### config.mk
export PLATFORM = sky130hd
export DESIGN_NAME = vga_sync
export DESIGN_NICKNAME = d
export VERILOG_FILES = /design/src/rtl/vga_timing_pkg.sv /design/src/rtl/mod_counter.sv /design/src/rtl/vga_sync.sv
export SDC_FILE = /design/constraint.sdc
export NUM_CORES = 1
export LEC_CHECK = 0
export ABC_AREA = 1
export CAP_MARGIN = 25
export CORE_AREA = 2 2 64 66
export CTS_CLUSTER_DIAMETER = 40
export DETAILED_ROUTE_END_ITERATION = 16
export DIE_AREA = 0 0 66 68
export SLEW_MARGIN = 20
export SYNTH_ARGS = -nofsm -noshare
export SYNTH_HDL_FRONTEND = slang
export SYNTH_SLANG_ARGS = --single-unit
### constraint.sdc
create_clock -name clk -period 1.8 [get_ports clk]
set_input_delay 0.27 -clock clk [delete_from_list [all_inputs] [get_ports clk]]
set_output_delay 0.27 -clock clk [all_outputs]
set_load 0.05 [all_outputs]
### src/rtl/vga_timing_pkg.sv
// vga_timing_pkg: shared 640x480@60 Hz VGA timing constants.
// Holds the default pixel divider and porch/sync widths, the derived line and
// frame totals, the sync window bounds, and the coordinate width. The timing
// generator and the downstream renderers (glyphs, paddles, ball) all use them.
package vga_timing_pkg;

  // Coordinate width for x/y. H_TOTAL and V_TOTAL must both fit in it.
  localparam int unsigned COORD_W = 10;

  // System clocks per pixel (100 MHz system clock, 25 MHz pixel clock).
  localparam int unsigned VGA_PIX_DIV = 4;

  // Horizontal timing, in pixels.
  localparam int unsigned VGA_H_DISPLAY = 640;
  localparam int unsigned VGA_H_FRONT   = 16;
  localparam int unsigned VGA_H_SYNC    = 96;
  localparam int unsigned VGA_H_BACK    = 48;

  // Vertical timing, in lines.
  localparam int unsigned VGA_V_DISPLAY = 480;
  localparam int unsigned VGA_V_FRONT   = 10;
  localparam int unsigned VGA_V_SYNC    = 2;
  localparam int unsigned VGA_V_BACK    = 33;

  // Derived totals.
  localparam int unsigned VGA_H_TOTAL =
    VGA_H_DISPLAY + VGA_H_FRONT + VGA_H_SYNC + VGA_H_BACK;
  localparam int unsigned VGA_V_TOTAL =
    VGA_V_DISPLAY + VGA_V_FRONT + VGA_V_SYNC + VGA_V_BACK;

  // Sync windows. The start is inclusive and the end is exclusive.
  localparam int unsigned VGA_H_SYNC_START = VGA_H_DISPLAY + VGA_H_FRONT;
  localparam int unsigned VGA_H_SYNC_END   = VGA_H_SYNC_START + VGA_H_SYNC;
  localparam int unsigned VGA_V_SYNC_START = VGA_V_DISPLAY + VGA_V_FRONT;
  localparam int unsigned VGA_V_SYNC_END   = VGA_V_SYNC_START + VGA_V_SYNC;

  // Registered sync/blanking bundle driven alongside the coordinates.
  typedef struct packed {
    logic hsync;
    logic vsync;
    logic video_on;
  } sync_t;

  // True when lo <= v < hi.
  function automatic logic in_window(input logic [COORD_W-1:0] v,
                                     input int unsigned       lo,
                                     input int unsigned       hi);
    return (32'(v) >= lo) && (32'(v) < hi);
  endfunction

endpackage

### src/rtl/mod_counter.sv
// mod_counter: enabled modulo-N up counter with a wrap strobe.
// Ports:
//   clk, reset_n : clock and asynchronous active-low reset
//   en           : advance the count on this clock
//   count        : current count, 0..N-1 (registered)
//   wrap         : en && count == N-1, combinational, so it can chain counters
module mod_counter #(
  parameter int unsigned N = 2,
  parameter int unsigned W = (N > 1) ? $clog2(N) : 1
) (
  input  logic         clk,
  input  logic         reset_n,
  input  logic         en,
  output logic [W-1:0] count,
  output logic         wrap
);

  logic [W-1:0] count_q;
  logic [W-1:0] count_d;

  // Next count. With N == 1 the count stays 0 and wrap follows en.
  always_comb begin
    count_d = count_q;
    wrap    = en && (count_q == W'(N - 1));
    if (wrap) begin
      count_d = '0;
    end else if (en) begin
      count_d = count_q + W'(1);
    end
  end

  always_ff @(posedge clk or negedge reset_n) begin
    if (!reset_n) begin
      count_q <= '0;
    end else begin
      count_q <= count_d;
    end
  end

  assign count = count_q;

endmodule

### src/rtl/vga_sync.sv
// vga_sync: VGA timing generator for the pong display pipeline.
// It divides clk down to a pixel tick, steps the x/y raster counters, and
// registers hsync, vsync and video_on so that they track the current x/y.
// Ports:
//   clk, reset_n : system clock and asynchronous active-low reset
//   x, y         : current raster position (registered)
//   hsync, vsync : active-low sync pulses (registered)
//   video_on     : x/y are inside the visible area (registered)
//   p_tick       : one-clk pulse in the first clk of each new pixel
//   frame_tick   : one-clk pulse in the first clk of pixel (0,0)
module vga_sync
  import vga_timing_pkg::*;
#(
  parameter int unsigned PIX_DIV   = VGA_PIX_DIV,
  parameter int unsigned H_DISPLAY = VGA_H_DISPLAY,
  parameter int unsigned H_FRONT   = VGA_H_FRONT,
  parameter int unsigned H_SYNC    = VGA_H_SYNC,
  parameter int unsigned H_BACK    = VGA_H_BACK,
  parameter int unsigned V_DISPLAY = VGA_V_DISPLAY,
  parameter int unsigned V_FRONT   = VGA_V_FRONT,
  parameter int unsigned V_SYNC    = VGA_V_SYNC,
  parameter int unsigned V_BACK    = VGA_V_BACK
) (
  input  logic               clk,
  input  logic               reset_n,
  output logic [COORD_W-1:0] x,
  output logic [COORD_W-1:0] y,
  output logic               hsync,
  output logic               vsync,
  output logic               video_on,
  output logic               p_tick,
  output logic               frame_tick
);

  localparam int unsigned H_TOTAL      = H_DISPLAY + H_FRONT + H_SYNC + H_BACK;
  localparam int unsigned V_TOTAL      = V_DISPLAY + V_FRONT + V_SYNC + V_BACK;
  localparam int unsigned H_SYNC_START = H_DISPLAY + H_FRONT;
  localparam int unsigned H_SYNC_END   = H_SYNC_START + H_SYNC;
  localparam int unsigned V_SYNC_START = V_DISPLAY + V_FRONT;
  localparam int unsigned V_SYNC_END   = V_SYNC_START + V_SYNC;
  localparam int unsigned DIV_W        = (PIX_DIV > 1) ? $clog2(PIX_DIV) : 1;

  logic [DIV_W-1:0]   div_cnt;
  logic               tick_en;
  logic [COORD_W-1:0] x_cnt;
  logic [COORD_W-1:0] y_cnt;
  logic               x_wrap;
  logic               y_wrap;
  logic [COORD_W-1:0] x_nxt;
  logic [COORD_W-1:0] y_nxt;

  sync_t sync_q;
  sync_t sync_d;
  logic  p_tick_q;
  logic  p_tick_d;
  logic  frame_tick_q;
  logic  frame_tick_d;

  // The divider count is read only through its wrap strobe.
  logic div_cnt_unused;
  assign div_cnt_unused = ^div_cnt;

  // Pixel divider: tick_en is high on the last clk of each pixel period.
  mod_counter #(
    .N (PIX_DIV),
    .W (DIV_W)
  ) u_div (
    .clk     (clk),
    .reset_n (reset_n),
    .en      (1'b1),
    .count   (div_cnt),
    .wrap    (tick_en)
  );

  // Horizontal counter.
  mod_counter #(
    .N (H_TOTAL),
    .W (COORD_W)
  ) u_x (
    .clk     (clk),
    .reset_n (reset_n),
    .en      (tick_en),
    .count   (x_cnt),
    .wrap    (x_wrap)
  );

  // Vertical counter, advanced at the end of each line.
  mod_counter #(
    .N (V_TOTAL),
    .W (COORD_W)
  ) u_y (
    .clk     (clk),
    .reset_n (reset_n),
    .en      (x_wrap),
    .count   (y_cnt),
    .wrap    (y_wrap)
  );

  // Position the counters move to on this tick. Only used when tick_en is high.
  always_comb begin
    x_nxt = x_cnt + COORD_W'(1);
    y_nxt = y_cnt;
    if (x_wrap) begin
      x_nxt = '0;
      y_nxt = y_wrap ? '0 : (y_cnt + COORD_W'(1));
    end
  end

  // Decode the next position so that the registered syncs line up with x/y.
  // The syncs hold between ticks, so video_on stays low after reset until
  // the first advance.
  always_comb begin
    sync_d       = sync_q;
    p_tick_d     = tick_en;
    frame_tick_d = y_wrap;
    if (tick_en) begin
      sync_d.hsync    = !in_window(x_nxt, H_SYNC_START, H_SYNC_END);
      sync_d.vsync    = !in_window(y_nxt, V_SYNC_START, V_SYNC_END);
      sync_d.video_on = (32'(x_nxt) < H_DISPLAY) && (32'(y_nxt) < V_DISPLAY);
    end
  end

  always_ff @(posedge clk or negedge reset_n) begin
    if (!reset_n) begin
      sync_q       <= '{hsync: 1'b1, vsync: 1'b1, video_on: 1'b0};
      p_tick_q     <= 1'b0;
      frame_tick_q <= 1'b0;
    end else begin
      sync_q       <= sync_d;
      p_tick_q     <= p_tick_d;
      frame_tick_q <= frame_tick_d;
    end
  end

  assign x          = x_cnt;
  assign y          = y_cnt;
  assign hsync      = sync_q.hsync;
  assign vsync      = sync_q.vsync;
  assign video_on   = sync_q.video_on;
  assign p_tick     = p_tick_q;
  assign frame_tick = frame_tick_q;

endmodule

# Word-level counts from Yosys, hierarchy flattened
# Cells that the tools add are included.
classes:
  n_addsub: 3
  order_cmp: 6
  eq_ne: 3
  muxes: 8
  n_reduce_logical: 9
ops:
  columns: ["cell", "n"]
  rows:
  - ["$mux W10", 7]
  - ["$add A10 B1 Y10 const B", 2]
  - ["$eq A10 B10 Y1 const B", 2]
  - ["$lt A10 B10 Y1 const B", 2]
  - ["$lt A10 B9 Y1 const B", 2]
  - ["$ge A10 B10 Y1 const B", 1]
  - ["$ge A10 B9 Y1 const B", 1]
  - ["$logic_and A1 B1 Y1", 5]
  - ["$reduce_bool A2 Y1", 2]
  - ["$add A2 B1 Y2 const B", 1]
  - ["$eq A2 B2 Y1 const B", 1]
  - ["$logic_not A1 Y1", 2]
  - ["$mux W2", 1]
word_totals:
  register_bits: 27
  in_bits: 2
  output_inout_bits: 25
  elab_cells: 37

# Depth between registers and ports, before layout
logic_depth:
  ltp_word: 8
  mapped_depth: 13
  ltp_nobuf: 12

# Hierarchy
# From an unflattened synthesis, not the netlist that was laid out.
unflattened:
  cells_unflattened: 304
  hier_area_um2: 1985.7
by_module_without_submodules:
  columns: ["module", "instances", "cells_each", "area_each_um2", "seq_area_each_um2"]
  rows:
  - ["vga_sync", 1, 117, 664.4, 127.6]
  - ["mod_counter (u_y)", 1, 87, 609.3, 250.2]
  - ["mod_counter (u_x)", 1, 86, 606.8, 250.2]
  - ["mod_counter (u_div)", 1, 14, 105.1, 50.0]

# Worst setup path before layout
# OpenSTA, ideal clock, no wires.
synth_path:
  kind: "register to register"
  start: "register u_x.count_q[1], in the netlist u_x.count[1]"
  end: "register sync_q, in the netlist video_on"
  setup_ns: 0.118
  arrival_ns: 1.865
  required_time_ns: 1.682
  path_slack_ns: -0.183
  path_stages_with_launch: 13
  period_less_slack_ns: 1.983
  path_cell_list: "dfrtp_1 ha_1 nand3_2 nor2_4 nand2_4 clkinv_2 nand2_1 nand2_1 nand2_1 nor2_2 nand4_1 nand2_1 nand2_1"
synth_between:
  elab_chain_cells: 7
  word_cells_on_any_way: 10
synth_rtl:
  columns: ["element", "line_no", "source"]
  rows:
  - ["start: declaration", "mod_counter.sv:18", "logic [W-1:0] count_q;"]
  - ["start signal: assignment", "mod_counter.sv:36", "count_q <= count_d;"]
  - ["branches (longest 6 deep; another with $add A10 B1 Y10)", null, null]
  - ["$logic_and A1 B1 Y1 *", "vga_sync.sv:119", "sync_d.video_on = (32'(x_nxt) < H_DISPLAY) && (32'(y_nxt) < V_DISPLAY);"]
  - ["end signal: assignment", "vga_sync.sv:125", "sync_q <= '{hsync: 1'b1, vsync: 1'b1, video_on: 1'b0};"]
  - ["end signal: assignment", "vga_sync.sv:129", "sync_q <= sync_d;"]
  - ["end: declaration", "vga_sync.sv:52", "sync_t sync_q;"]
# Mark *: on every way between the ends.
# A chain may end at the register's enable or synchronous reset.

# Worst setup path in the final report
layout_path:
  start: "register sync_q, in the netlist video_on"
  end: "output video_on"
layout_rtl:
  columns: ["element", "line_no", "source"]
  rows:
  - ["end: declaration", "vga_sync.sv:30", "output logic video_on,"]
# No word-level cell between the ends.

==> impl_results.md <==
- Root Buffer Master: sky130_fd_sc_hd__clkbuf_8
- Total area of multi-input combinational cells: 796 sq um
- Final total power: 0.968 mW
- Final Skew: 0.00228 ns
- Worst-path fanout max: 2
- Data required time at the worst endpoint: 1.53 ns
- Via-to-Cell Ratio: 4.77
- Final routed DRC violation total: 0
- Post-synthesis net count: 218
- Launch point of the worst reg-to-reg path: u_x.count[1]$_DFFE_PN0P_
- Cell Area, Placed: 1900 sq um
- First-iteration detailed-routing DRC count: 44
- Max Clk Rate: 0.590 GHz
- Actual slew at the worst max-slew pin: 0.490 ns
- Clock slew at the register clock pins of the worst setup and hold paths: 0.09 ns
- Final estimated routing congestion in global placement: 0.835
- Worst Hold Slack: 0.361 ns
- Final-report max-slew violation count: 0
- Detailed-route wire length: 3.54 mm
- Shortest period the worst path allows: 1.70 ns
- Synth Instances: 212
- Number of nets in the layout: 257
- Max-Slew Margin vs Limit: 67.3%
- Number of buffers inserted during clock tree synthesis: 3
- Slowest stage delay, CP: 0.80 ns
- Flop2flop setup slack: 0.11 ns
- Clock insertion delay at the later pin of the skew report: 0.27 ns
- Unrepaired setup endpoints after global routing: true
- Routed wire per std cell: 11.8 um
- Std-Cell Core Area: 3860 sq um
- Via count of the first global-routing pass: 1216
- Half-perimeter wire length after placement: 2.73 mm
- Leading cell type in the layout, fill and taps excluded: sky130_fd_sc_hd__nand2_1
- Vias after detailed routing: 1431
- Number of filler instances in the final layout: 396
- First-pass DRT Iterations: 4
- Final hold viol count: 0
- Die width: 66 um
- Number of placement rows: 23
- Setup crit end kind: primary output
- Maximum number of pins on one net before global-route repair: 28
- Critical path data arrival time: 1.43 ns
- Sequential share of the synthesized area: 43.4%
- Worst Path Class, Setup: reg2out
- Initial antenna violation count: 0
- Mapped Area: 1560 sq um
- Worst supply voltage drop on vdd: 0.252 mV
- Slowest cell on the critical path: sky130_fd_sc_hd__clkdlybuf4s50_1
- Period Utilization, post-route: 94.2%
- Terminus of the critical flop-to-flop path: video_on$_DFFE_PN0P_
- Starting density of the core: 40.5%
- # Max-Cap Violations: 0
- Post-synthesis sequential element count: 27
- Pleak: 0.959 nW
- Synthesis-to-layout area growth: 27.0%
- Number of I/O pins: 27
- Avg Inst Size Synth: 7.37 sq um
- Number of warning messages in the yosys log: 0
- Global-route usage over all layers: 16.5%
- Global-route wire length before repair: 5.59 mm
- Leftover overflow at the end of global routing: 0
- Run status: completed
- Reg2reg path depth: 10
- Number of distinct library cell variants in the gate-level netlist after synthesis: 25
- Die ar.: 4490 sq um
- Bufs and invs on worst path: 1
- Share of post-route cells with drive strength above 1: 24.4%
- CP Cell Sequence: clkdlybuf4s50_1
- Post-route design area: 1980 sq um
- Maximum buffer depth of the clock tree: 2
- Worst setup SP type: flop
- Setup violations, final: 0
- Routed Antenna Nets: 0
- Diode count: 0
- Count of H-tree levels built during CTS: 1
- Top library cells by usage in the layout, fill and taps aside: 56 x sky130_fd_sc_hd__nand2_1, 32 x sky130_fd_sc_hd__buf_4, 28 x sky130_fd_sc_hd__inv_1, 26 x sky130_fd_sc_hd__nor2_1, 23 x sky130_fd_sc_hd__nand3_1
- Storage cell area: 686 sq um
- Final setup TNS: 0 ns
- Power per unit of standard cell area: 488 nW/um^2
- Cell family with the largest share of critical-path delay: buffers and inverters
- Number of clock sinks: 27
- Height of the die: 68 um
- Count of port buffers added during placement: 26
- TritonCTS clock tree: built
- Type of the tightest min-delay check: in2async
- Post-CTS Hold Buffers: 0
## routing by layer
metal	routed length [um]	vias up	track usage (%)
li1	-	749	-
met1	1770	653	22.6
met2	1640	27	27.0
met3	93	2	2.96
met4	33	0	4.59
met5	0	-	0
## state kept, by name, summed over array words and instances, names as in the netlist
register,count
u_y.count,10
u_div.count,2
u_x.count,10
p_tick,1
video_on,1
hsync,1
frame_tick,1
vsync,1
## cells in the mapped netlist
cell type	n	share of area, %
sky130_fd_sc_hd__nor3_1	2	0.64
sky130_fd_sc_hd__o21a_1	1	0.48
sky130_fd_sc_hd__dfrtp_1	25	40
sky130_fd_sc_hd__ha_1	4	3.2
sky130_fd_sc_hd__nor2_2	3	1.2
sky130_fd_sc_hd__o21bai_1	2	0.96
sky130_fd_sc_hd__clkbuf_1	2	0.48
sky130_fd_sc_hd__inv_2	1	0.24
sky130_fd_sc_hd__nor2_1	29	7.0
sky130_fd_sc_hd__buf_4	1	0.48
sky130_fd_sc_hd__nand2_4	1	0.72
sky130_fd_sc_hd__nand3_1	24	7.7
sky130_fd_sc_hd__nand2_1	56	13
sky130_fd_sc_hd__inv_1	28	6.7
sky130_fd_sc_hd__a21oi_1	4	1.3
sky130_fd_sc_hd__xor2_1	4	2.2
sky130_fd_sc_hd__clkinv_2	1	0.32
sky130_fd_sc_hd__o21ai_1	1	0.32
sky130_fd_sc_hd__nand4_1	5	2.0
sky130_fd_sc_hd__o21ai_0	9	2.9
sky130_fd_sc_hd__dfstp_2	2	3.4
sky130_fd_sc_hd__or2_1	1	0.40
sky130_fd_sc_hd__nor2_4	3	2.2
sky130_fd_sc_hd__or2_0	1	0.40
sky130_fd_sc_hd__nand3_2	2	1.3
## worst max-delay path by stage
stage | start | to | slack, ns | cells after the start
6_report | video_on$_DFFE_PN0P_ | video_on | 0.10 | 1
5_1_grt | u_x.count[0]$_DFFE_PN0P_ | video_on$_DFFE_PN0P_ | -0.02 | 12
4_1_cts | u_div.count[0]$_DFF_PN0_ | video_on$_DFFE_PN0P_ | 0.03 | 10
3_5_place_dp | u_div.count[0]$_DFF_PN0_ | video_on$_DFFE_PN0P_ | 0.05 | 10
3_3_place_gp | u_x.count[0]$_DFFE_PN0P_ | video_on$_DFFE_PN0P_ | 0.08 | 10
2_1_floorplan | u_x.count[6]$_DFFE_PN0P_ | video_on$_DFFE_PN0P_ | 0.02 | 12
## cell families (layout without fill, tap and decap cells)
group           Yosys count  count (layout)  share of synthesized area, %
compound gates           17              17                          5.93
xor+xnor                  4               4                          2.24
fa+ha+maj                 4               4                          3.21
buf+inv                  33              70                          8.25
flops                    27              27                          43.4
simple gates            127             128                          36.9
## per-stage QoR
stage          util [%]  std cells  setup slack (ns)
6_report           51.4        300             0.104
5_1_grt            51.4        300           -0.0164
4_1_cts            50.5        298            0.0322
3_5_place_dp       49.3        294            0.0480
3_3_place_gp       49.3        294            0.0763
2_1_floorplan         -        212            0.0228
## repair_timing
action,in CTS,in global routing
endpoints found under the setup margin,0,3
buffers inserted,0,1
gates resized for setup,0,6
## final cells by class
cell class	count	share of cell area [%]
multi-input combinational	153	40.1
timing repair buffer	36	14.1
inverter	30	5.74
clock buffer	4	2.27
sequential	27	34.6
tap	50	3.15
## power by group
group          internal [mW]  leakage, nW  switching (mW)
Clock                  0.159       0.0228           0.189
Combinational        0.00331        0.594          0.0114
Sequential             0.606        0.342               0
Total                  0.768        0.959           0.200
No activity file was read; power rests on OpenSTA's default activity.
